`config.mk`:
```
export PLATFORM = sky130hd
export DESIGN_NAME = plot_fb_writer
export DESIGN_NICKNAME = d
export VERILOG_FILES = /design/src/rtl/plot_fb_writer.sv
export SDC_FILE = /design/constraint.sdc
export NUM_CORES = 1
export LEC_CHECK = 0
export CAP_MARGIN = 20
export CORE_UTILIZATION = 59
export CTS_BUF_LIST = sky130_fd_sc_hd__clkbuf_4 sky130_fd_sc_hd__clkbuf_8
export DETAILED_ROUTE_END_ITERATION = 8
export PLACE_DENSITY = 0.82
export SYNTH_ARGS = -nofsm -noshare
export SYNTH_HDL_FRONTEND = slang
export SYNTH_SLANG_ARGS = --single-unit
```
`constraint.sdc`:
```
create_clock -name clk -period 3.85 [get_ports clk]
set_input_delay 0.77 -clock clk [delete_from_list [all_inputs] [get_ports clk]]
set_output_delay 0.77 -clock clk [all_outputs]
set_load 0.02 [all_outputs]
```
`src/rtl/plot_fb_writer.sv`:
```
// Pixel-plot receiver for the shape drawers. It queues plot strobes, range-checks them
// and writes them to a stallable 160x120x3 framebuffer port, with a built-in full-screen fill.
module plot_fb_writer #(
    parameter int SCREEN_W   = 160,
    parameter int SCREEN_H   = 120,
    parameter int FIFO_DEPTH = 4
) (
    input  logic        clk,
    input  logic        rst,
    input  logic [7:0]  vga_x,
    input  logic [6:0]  vga_y,
    input  logic [2:0]  vga_colour,
    input  logic        vga_plot,
    input  logic        clear_start,
    input  logic [2:0]  clear_colour,
    input  logic        fb_wait,
    output logic [14:0] fb_addr,
    output logic [2:0]  fb_wrdata,
    output logic        fb_we,
    output logic        busy,
    output logic        clear_done,
    output logic        overflow,
    output logic [7:0]  oob_count
);

    localparam int          PTR_W     = $clog2(FIFO_DEPTH);
    localparam logic [14:0] LAST_ADDR = 15'(SCREEN_W * SCREEN_H - 1);
    localparam logic [PTR_W:0] PTR_ONE = 1;

    typedef enum logic [1:0] {
        IDLE,
        DRAIN,
        CLEAR,
        FINISH
    } state_t;

    state_t          state_q, state_d;
    logic [17:0]     fifo_mem_q [FIFO_DEPTH];
    logic [PTR_W:0]  wr_ptr_q, wr_ptr_d;
    logic [PTR_W:0]  rd_ptr_q, rd_ptr_d;
    logic [14:0]     fb_addr_q, fb_addr_d;
    logic [2:0]      fb_wrdata_q, fb_wrdata_d;
    logic            fb_we_q, fb_we_d;
    logic            clear_done_q, clear_done_d;
    logic            overflow_q, overflow_d;
    logic [7:0]      oob_q, oob_d;
    logic [14:0]     clr_cnt_q, clr_cnt_d;
    logic [2:0]      clr_colour_q, clr_colour_d;

    logic            fifo_empty;
    logic            fifo_full;
    logic            in_range;
    logic            reg_free;
    logic            push;
    logic            pop;
    logic [14:0]     y_ext;
    logic [14:0]     plot_addr;
    logic [17:0]     head_entry;

    assign fifo_empty = (wr_ptr_q == rd_ptr_q);
    assign fifo_full  = (wr_ptr_q[PTR_W] != rd_ptr_q[PTR_W]) &&
                        (wr_ptr_q[PTR_W-1:0] == rd_ptr_q[PTR_W-1:0]);
    assign in_range   = ({1'b0, vga_x} < 9'(SCREEN_W)) && ({1'b0, vga_y} < 8'(SCREEN_H));
    assign reg_free   = !fb_we_q || !fb_wait;
    assign head_entry = fifo_mem_q[rd_ptr_q[PTR_W-1:0]];

    // y*160 as shift-and-add; the address is converted once, at push time
    assign y_ext     = {8'b0, vga_y};
    assign plot_addr = (y_ext << 7) + (y_ext << 5) + {7'b0, vga_x};

    always_comb begin
        state_d      = state_q;
        wr_ptr_d     = wr_ptr_q;
        rd_ptr_d     = rd_ptr_q;
        fb_addr_d    = fb_addr_q;
        fb_wrdata_d  = fb_wrdata_q;
        fb_we_d      = fb_we_q;
        clear_done_d = 1'b0;
        overflow_d   = overflow_q;
        oob_d        = oob_q;
        clr_cnt_d    = clr_cnt_q;
        clr_colour_d = clr_colour_q;
        push         = 1'b0;
        pop          = 1'b0;

        if (reg_free) begin
            fb_we_d = 1'b0;
        end

        if (vga_plot) begin
            if (!in_range) begin
                if (oob_q != 8'hFF) begin
                    oob_d = oob_q + 8'd1;
                end
            end else if (!fifo_full) begin
                push = 1'b1;
            end else begin
                overflow_d = 1'b1;
            end
        end

        case (state_q)
            IDLE: begin
                pop = reg_free && !fifo_empty;
                if (clear_start) begin
                    clr_colour_d = clear_colour;
                    state_d      = DRAIN;
                end
            end
            DRAIN: begin
                pop = reg_free && !fifo_empty;
                if (reg_free && fifo_empty) begin
                    clr_cnt_d = '0;
                    state_d   = CLEAR;
                end
            end
            CLEAR: begin
                if (reg_free) begin
                    fb_addr_d   = clr_cnt_q;
                    fb_wrdata_d = clr_colour_q;
                    fb_we_d     = 1'b1;
                    if (clr_cnt_q == LAST_ADDR) begin
                        state_d = FINISH;
                    end else begin
                        clr_cnt_d = clr_cnt_q + 15'd1;
                    end
                end
            end
            FINISH: begin
                // Register only frees up once the final fill pixel has been taken
                if (reg_free) begin
                    clear_done_d = 1'b1;
                    state_d      = IDLE;
                end
            end
            default: begin
                state_d = IDLE;
            end
        endcase

        if (pop) begin
            fb_addr_d   = head_entry[17:3];
            fb_wrdata_d = head_entry[2:0];
            fb_we_d     = 1'b1;
            rd_ptr_d    = rd_ptr_q + PTR_ONE;
        end
        if (push) begin
            wr_ptr_d = wr_ptr_q + PTR_ONE;
        end
    end

    always_ff @(posedge clk) begin
        if (rst) begin
            state_q      <= IDLE;
            wr_ptr_q     <= '0;
            rd_ptr_q     <= '0;
            fb_addr_q    <= '0;
            fb_wrdata_q  <= '0;
            fb_we_q      <= 1'b0;
            clear_done_q <= 1'b0;
            overflow_q   <= 1'b0;
            oob_q        <= '0;
            clr_cnt_q    <= '0;
            clr_colour_q <= '0;
        end else begin
            state_q      <= state_d;
            wr_ptr_q     <= wr_ptr_d;
            rd_ptr_q     <= rd_ptr_d;
            fb_addr_q    <= fb_addr_d;
            fb_wrdata_q  <= fb_wrdata_d;
            fb_we_q      <= fb_we_d;
            clear_done_q <= clear_done_d;
            overflow_q   <= overflow_d;
            oob_q        <= oob_d;
            clr_cnt_q    <= clr_cnt_d;
            clr_colour_q <= clr_colour_d;
        end
    end

    // Storage needs no reset; the pointers define which entries are valid
    always_ff @(posedge clk) begin
        if (!rst && push) begin
            fifo_mem_q[wr_ptr_q[PTR_W-1:0]] <= {plot_addr, vga_colour};
        end
    end

    assign fb_addr    = fb_addr_q;
    assign fb_wrdata  = fb_wrdata_q;
    assign fb_we      = fb_we_q;
    assign clear_done = clear_done_q;
    assign overflow   = overflow_q;
    assign oob_count  = oob_q;
    assign busy       = !fifo_empty || fb_we_q || (state_q != IDLE);

endmodule

```
Yosys cells after proc, flatten, opt, wreduce, memory -nomap -nowiden

Memory sizes are Yosys's and may differ from the RTL's. A register that Yosys moved wholly into a read port is not among the register bits.
Cells that the tools add are included.
W data, S select, Z words.

Eq/ne operators: 14
Multiplexer cells: 29
Reductions and logical operators: 25
Order comparisons: 2
Bitwise logic cells: 2
Add/sub/neg operators: 6

Operators with widths:

| operator                | number |
|---|---|
| $mux W15                | 6 |
| $pmux W15 S2            | 1 |
| $add A14 B12 Y15        | 1 |
| $add A15 B1 Y15 const B | 1 |
| $add A15 B8 Y15         | 1 |
| $eq A15 B15 Y1 const B  | 1 |
| $mux W2                 | 7 |
| $ne A2 B2 Y1 const B    | 6 |
| $mux W1                 | 11 |
| $mux W3                 | 3 |
| $add A8 B1 Y8 const B   | 1 |
| $lt A8 B8 Y1 const B    | 1 |
| $ne A8 B8 Y1 const B    | 1 |
| $pmux W2 S4             | 1 |
| $reduce_bool A2 Y1      | 4 |
| $lt A7 B7 Y1 const B    | 1 |
| $add A3 B1 Y3 const B   | 2 |
| $reduce_and A3 Y1       | 2 |
| $logic_and A1 B1 Y1     | 5 |
| $reduce_and A5 Y1       | 1 |
| $eq A2 B2 Y1 const B    | 2 |
| $logic_not A1 Y1        | 4 |
| $reduce_and A2 Y1       | 2 |
| $reduce_and A4 Y1       | 1 |
| 8 further kinds         | 12 |

Bits of input ports: 26
Output and inout port bits: 30
Flip-flop bits (word level): 55
Logic and storage cells: 90
Memories: 1
RAM bits: 72

Memory list:

| name       | depth | width | rd ports | clocked after memory_dff | write ports | RTL line | source |
|---|---|---|---|---|---|---|---|
| fifo_mem_q | 4     | 18    | 1        | 1                        | 1           | 38       | `logic [17:0] fifo_mem_q [FIFO_DEPTH];` |

Logic depth before layout (Yosys ltp)

Word-level depth: 8
Mapped depth: 9
Depth with buffers taken out: 9

Worst setup path before layout

OpenSTA, ideal clock, no wires.

Path type: input to register
Start point: input port vga_x[7]
End point: memory fifo_mem_q[0][15] (data pin)
Setup slack: 894 ps
Data arrival time: 2,752 ps
Cell stages on the path: 9
Data required time: 3,645 ps
Setup time: 205 ps
Buffers on the path: 0
Path through: inv_1 fa_1 inv_1 fa_1 a21o_1 a21oi_1 nor2_1 o31ai_1 a21boi_0

Word-level cells in the longest chain between the ends: 1

Ends and longest elaborated chain:

| what                    | RTL line | source |
|---|---|---|
| start: declaration      | 10       | `input logic [7:0] vga_x,` |
| $add A15 B8 Y15         | 69       | `assign plot_addr = (y_ext << 7) + (y_ext << 5) + {7'b0, vga_x};` |
| named net plot_addr[12] | 57       | `logic [14:0] plot_addr;` |
| end: declaration        | 38       |  |

The timed path passes the listed nets, and every way through them passes these cells.

Final worst setup path

Start point: input port vga_x[7]
End point: memory fifo_mem_q[1][15] (data pin)

Same word-level chain as after synthesis.

==> key figures <==
Outcome
  – Status: complete, no violations

Global route
  – Total Routing Usage GR: 25.94%
  – Number of global-route vias before repair: around 4100
  – Largest net degree at the start of global routing: between 50 and 60
  – First-pass GRT wire length: between 15 and 20 mm
  – Initial antenna violation count: 0
  – GRT overflow: 0

Clocking
  – Clk sink count: around 130
  – H-tree Lvls: 4
  – CTS root buf: clkbuf_8
  – Worst-path clk slew: 80 ps
  – Worst-Skew Late Latency: 440 ps
  – Inserted Clock Buffers: 17
  – PostCTS Resize Cnt: 0
  – TritonCTS clock tree: yes
  – Cts hold-fix bufs: 0
  – Post-CTS Setup Bufs: 0
  – CTS Buffer Depth: 2

Timing
  – Fin crit period: approximately 3200 ps
  – Slew HR: between 40 and 50%
  – Setup_tns: 0 ps
  – Max-slew violation count: 0
  – Peak Freq: 0.3090 GHz
  – Setup-failing EPs final: 0
  – Period utilisation layout: a little over four fifths
  – Clock skew: between 10 and 15 ps
  – Hold slack: between 400 and 500 ps
  – RSZ-0062 raised after global routing: false
  – Worst-Margin Slew: between 800 and 900 ps
  – Final Hold Vio Count: 0

Critical path
  – Critical R2R Launch: wr_ptr_q[0]
  – Crit end category: register
  – Cell family with most CP delay: compound AO/OA/AOI/OAI gates
  – CP peak stage delay: ~520 ps
  – Slowest cell on the critical path: fa_1
  – WS Path Type: input port to register
  – Buf+Inv Stages, Crit Path: 3
  – Worst path cell trace: clkdlybuf4s50_1 > inv_1 > fa_1 > inv_1 > fa_1 > a21o_1 > a21oi_1 > nor2_1 > o31ai_1 > a21boi_0
  – Max Fanout on Critical Path: 4
  – Critical path required time: approximately 4100 ps
  – Crit. Startpoint: vga_x[7]
  – CP arrival: approximately 3400 ps
  – CP Launch Type: input port

Drt
  – DRT Pass-1 Iters: 5
  – Total wire length: around 12 mm
  – Routed Antenna Nets: 0
  – Via density per instance: between 6 and 7
  – Vias: 4193
  – DRT iter0 DRCs: approximately 250
  – DRC viols: 0
  – Routed len/inst: approximately 18 um

Logic synthesis
  – Post-Syn Area: 5831 um2
  – Mux share of post-synthesis cell area: about 7.1%
  – Ys flop type: edfxtp_1
  – Cell count after synthesis: between 400 and 500
  – Seq/Total Area, Yosys: between 50% and 60%
  – Syn Area/Cell: approximately 12 um2
  – EDFF count, synth: 72
  – Net count after synthesis: about 540
  – Synth unique cells: between 50 and 60
  – Synthesized flop and latch total: about 130
  – Compound-Gate Fraction of Synth Area: between 10% and 20%
  – Largest family of logic cells by synthesized area: simple AND/OR/NAND/NOR gates
  – Post-Synth XOR/XNOR Area: about 3.2%
  – Synth warnings: 0
  – Async set-reset flop share out of synthesis: 0%
  – Post-synthesis simple-gate area fraction: 14.10%
  – Area share of fa/ha/maj cells after synthesis: around 6%

Placed design
  – Number of port buffers: 55
  – Routability congestion estimate: around 0.87
  – Final HPWL DP: a little over 8 mm

Power and ir drop
  – Max rail drop VDD: between 0.2 and 0.3 mV
  – Lkg Pwr: about 2.3 nW
  – Combinational Power Share: about a third
  – Switching share of power: a little over a third
  – Pwr/cell area: 639.8 nW/um2
  – Seq pwr share: 39.1%
  – Int Pwr: between 0.002 and 0.003 W
  – Clock power frac: 26.6%
  – Net Switching: 0.001578 W

Die
  – Initial Utilization: 61.93%
  – IO Pins: between 50 and 60
  – Die H: 101.4 um
  – Core area: about 9400 um2
  – Row Count: 35
  – Die Area: between 10000 and 15000 um2
  – Die width: approximately 100 um

Cells and area
  – Most frequent cells in the layout: 72 x edfxtp_1, 61 x nand2_1, 57 x dfxtp_1, 54 x clkdlybuf4s50_1, 49 x nor2_1
  – # diodes: 0
  – Layout cells sized above 1: approximately an eighth
  – Nets: about 600
  – Area Overhead vs Synth: 18.50%
  – Commonest non-fill, non-tap cell in the layout: edfxtp_1

Flow run
  – Max-cap violations: 0

Worst hold path
  – Hold Path Class: register to register
  – HP Start: clr_colour_q[1]
==> worst paths after layout <==
check	endpoint	slack [ps]	depth (start not counted)
worst min-delay path	clr_colour_q[1]	480	2
worst min register to register	clr_colour_q[1]	480	2
worst max-delay path	fifo_mem_q[1][15]	610	10
worst max register to register	fifo_mem_q[3][12]	1500	6
==> worst reg2reg max path, stage by stage (launching register included) <==
cell,delay [ps]
dfxtp_1,500
xnor2_2,150
and2_1,230
a21oi_1,320
nor2b_1,270
and2_1,250
buf_4,300
==> stage by stage <==
stage	instances	instance area, um2	util [%]	worst slack, ps	power (W)
4_1_cts	693	6909	73.38	632.5	0.004429
3_5_place_dp	661	6504	69.08	171.2	0.003261
2_1_floorplan	492	5831	-	893.5	0.002781
3_3_place_gp	661	6504	69.08	289.2	0.003218
5_1_grt	693	6909	73.38	423.5	0.004647
6_report	693	6909	73.38	614.2	0.004420
==> layout make-up <==
class / instances / area [um2]
timing repair buffer: 63 / 605.6
tap: 129 / 161.4
multi-input combinational: 324 / 2374
clock inverter: 15 / 171.4
clock buffer: 17 / 234.0
sequential: 129 / 3303
inverter: 16 / 60.06
fill: 627 / 2506
==> layer usage <==
layer / up-vias / global-route usage, % / share of wire [%]
met5: - / 0 / 0
met4: 0 / 10.37 / 1.7
met3: 22 / 6.004 / 5.6
met2: 141 / 44.22 / 51
met1: 2072 / 32.15 / 41
li1: 1958 / - / -
==> kinds of logic (layout without fill, tap and decap cells) <==
logic type      after synthesis  after routing
compound gates               85             85
xor+xnor                     19             19
fa+ha+maj                    26             26
buf+inv                      39            111
flops                       129            129
mux                          19             19
simple gates                175            175
==> state kept, by name, summed over array words and instances (netlist names), named ones only <==
name          cells
wr_ptr_q          3
fifo_mem_q       72
fb_we             1
clear_done        1
clr_cnt_q        15
rd_ptr_q          3
oob_count         8
state_q           2
fb_wrdata         3
overflow          1
fb_addr          15
clr_colour_q      3
==> cell usage after synthesis, drive strengths merged (8+ instances only) <==
library cell	n	area [um2]
clkbuf	12	45.04
edfxtp	72	2162
nand4	8	50.05
a21oi	19	95.09
mux4	18	405.4
ha	24	300.3
xnor2	14	145.1
nand3	17	90.09
buf	11	55.06
o21ai	11	55.05
dfxtp	57	1141
a31oi	10	62.56
inv	16	60.06
a311oi	23	201.4
nand2	61	229.0
nor2	49	183.9
==> power groups by stage <==
stage | sequential [W] | combinational, W | clock (W)
global route | 0.00175 | 0.00165 | 0.00125
finish | 0.00173 | 0.00151 | 0.00118
global placement | 0.00176 | 0.00146 | 0
floorplan | 0.00184 | 0.000941 | 0
detailed placement | 0.00176 | 0.00150 | 0
CTS | 0.00173 | 0.00151 | 0.00119
Power figures use the tool's default switching activity.
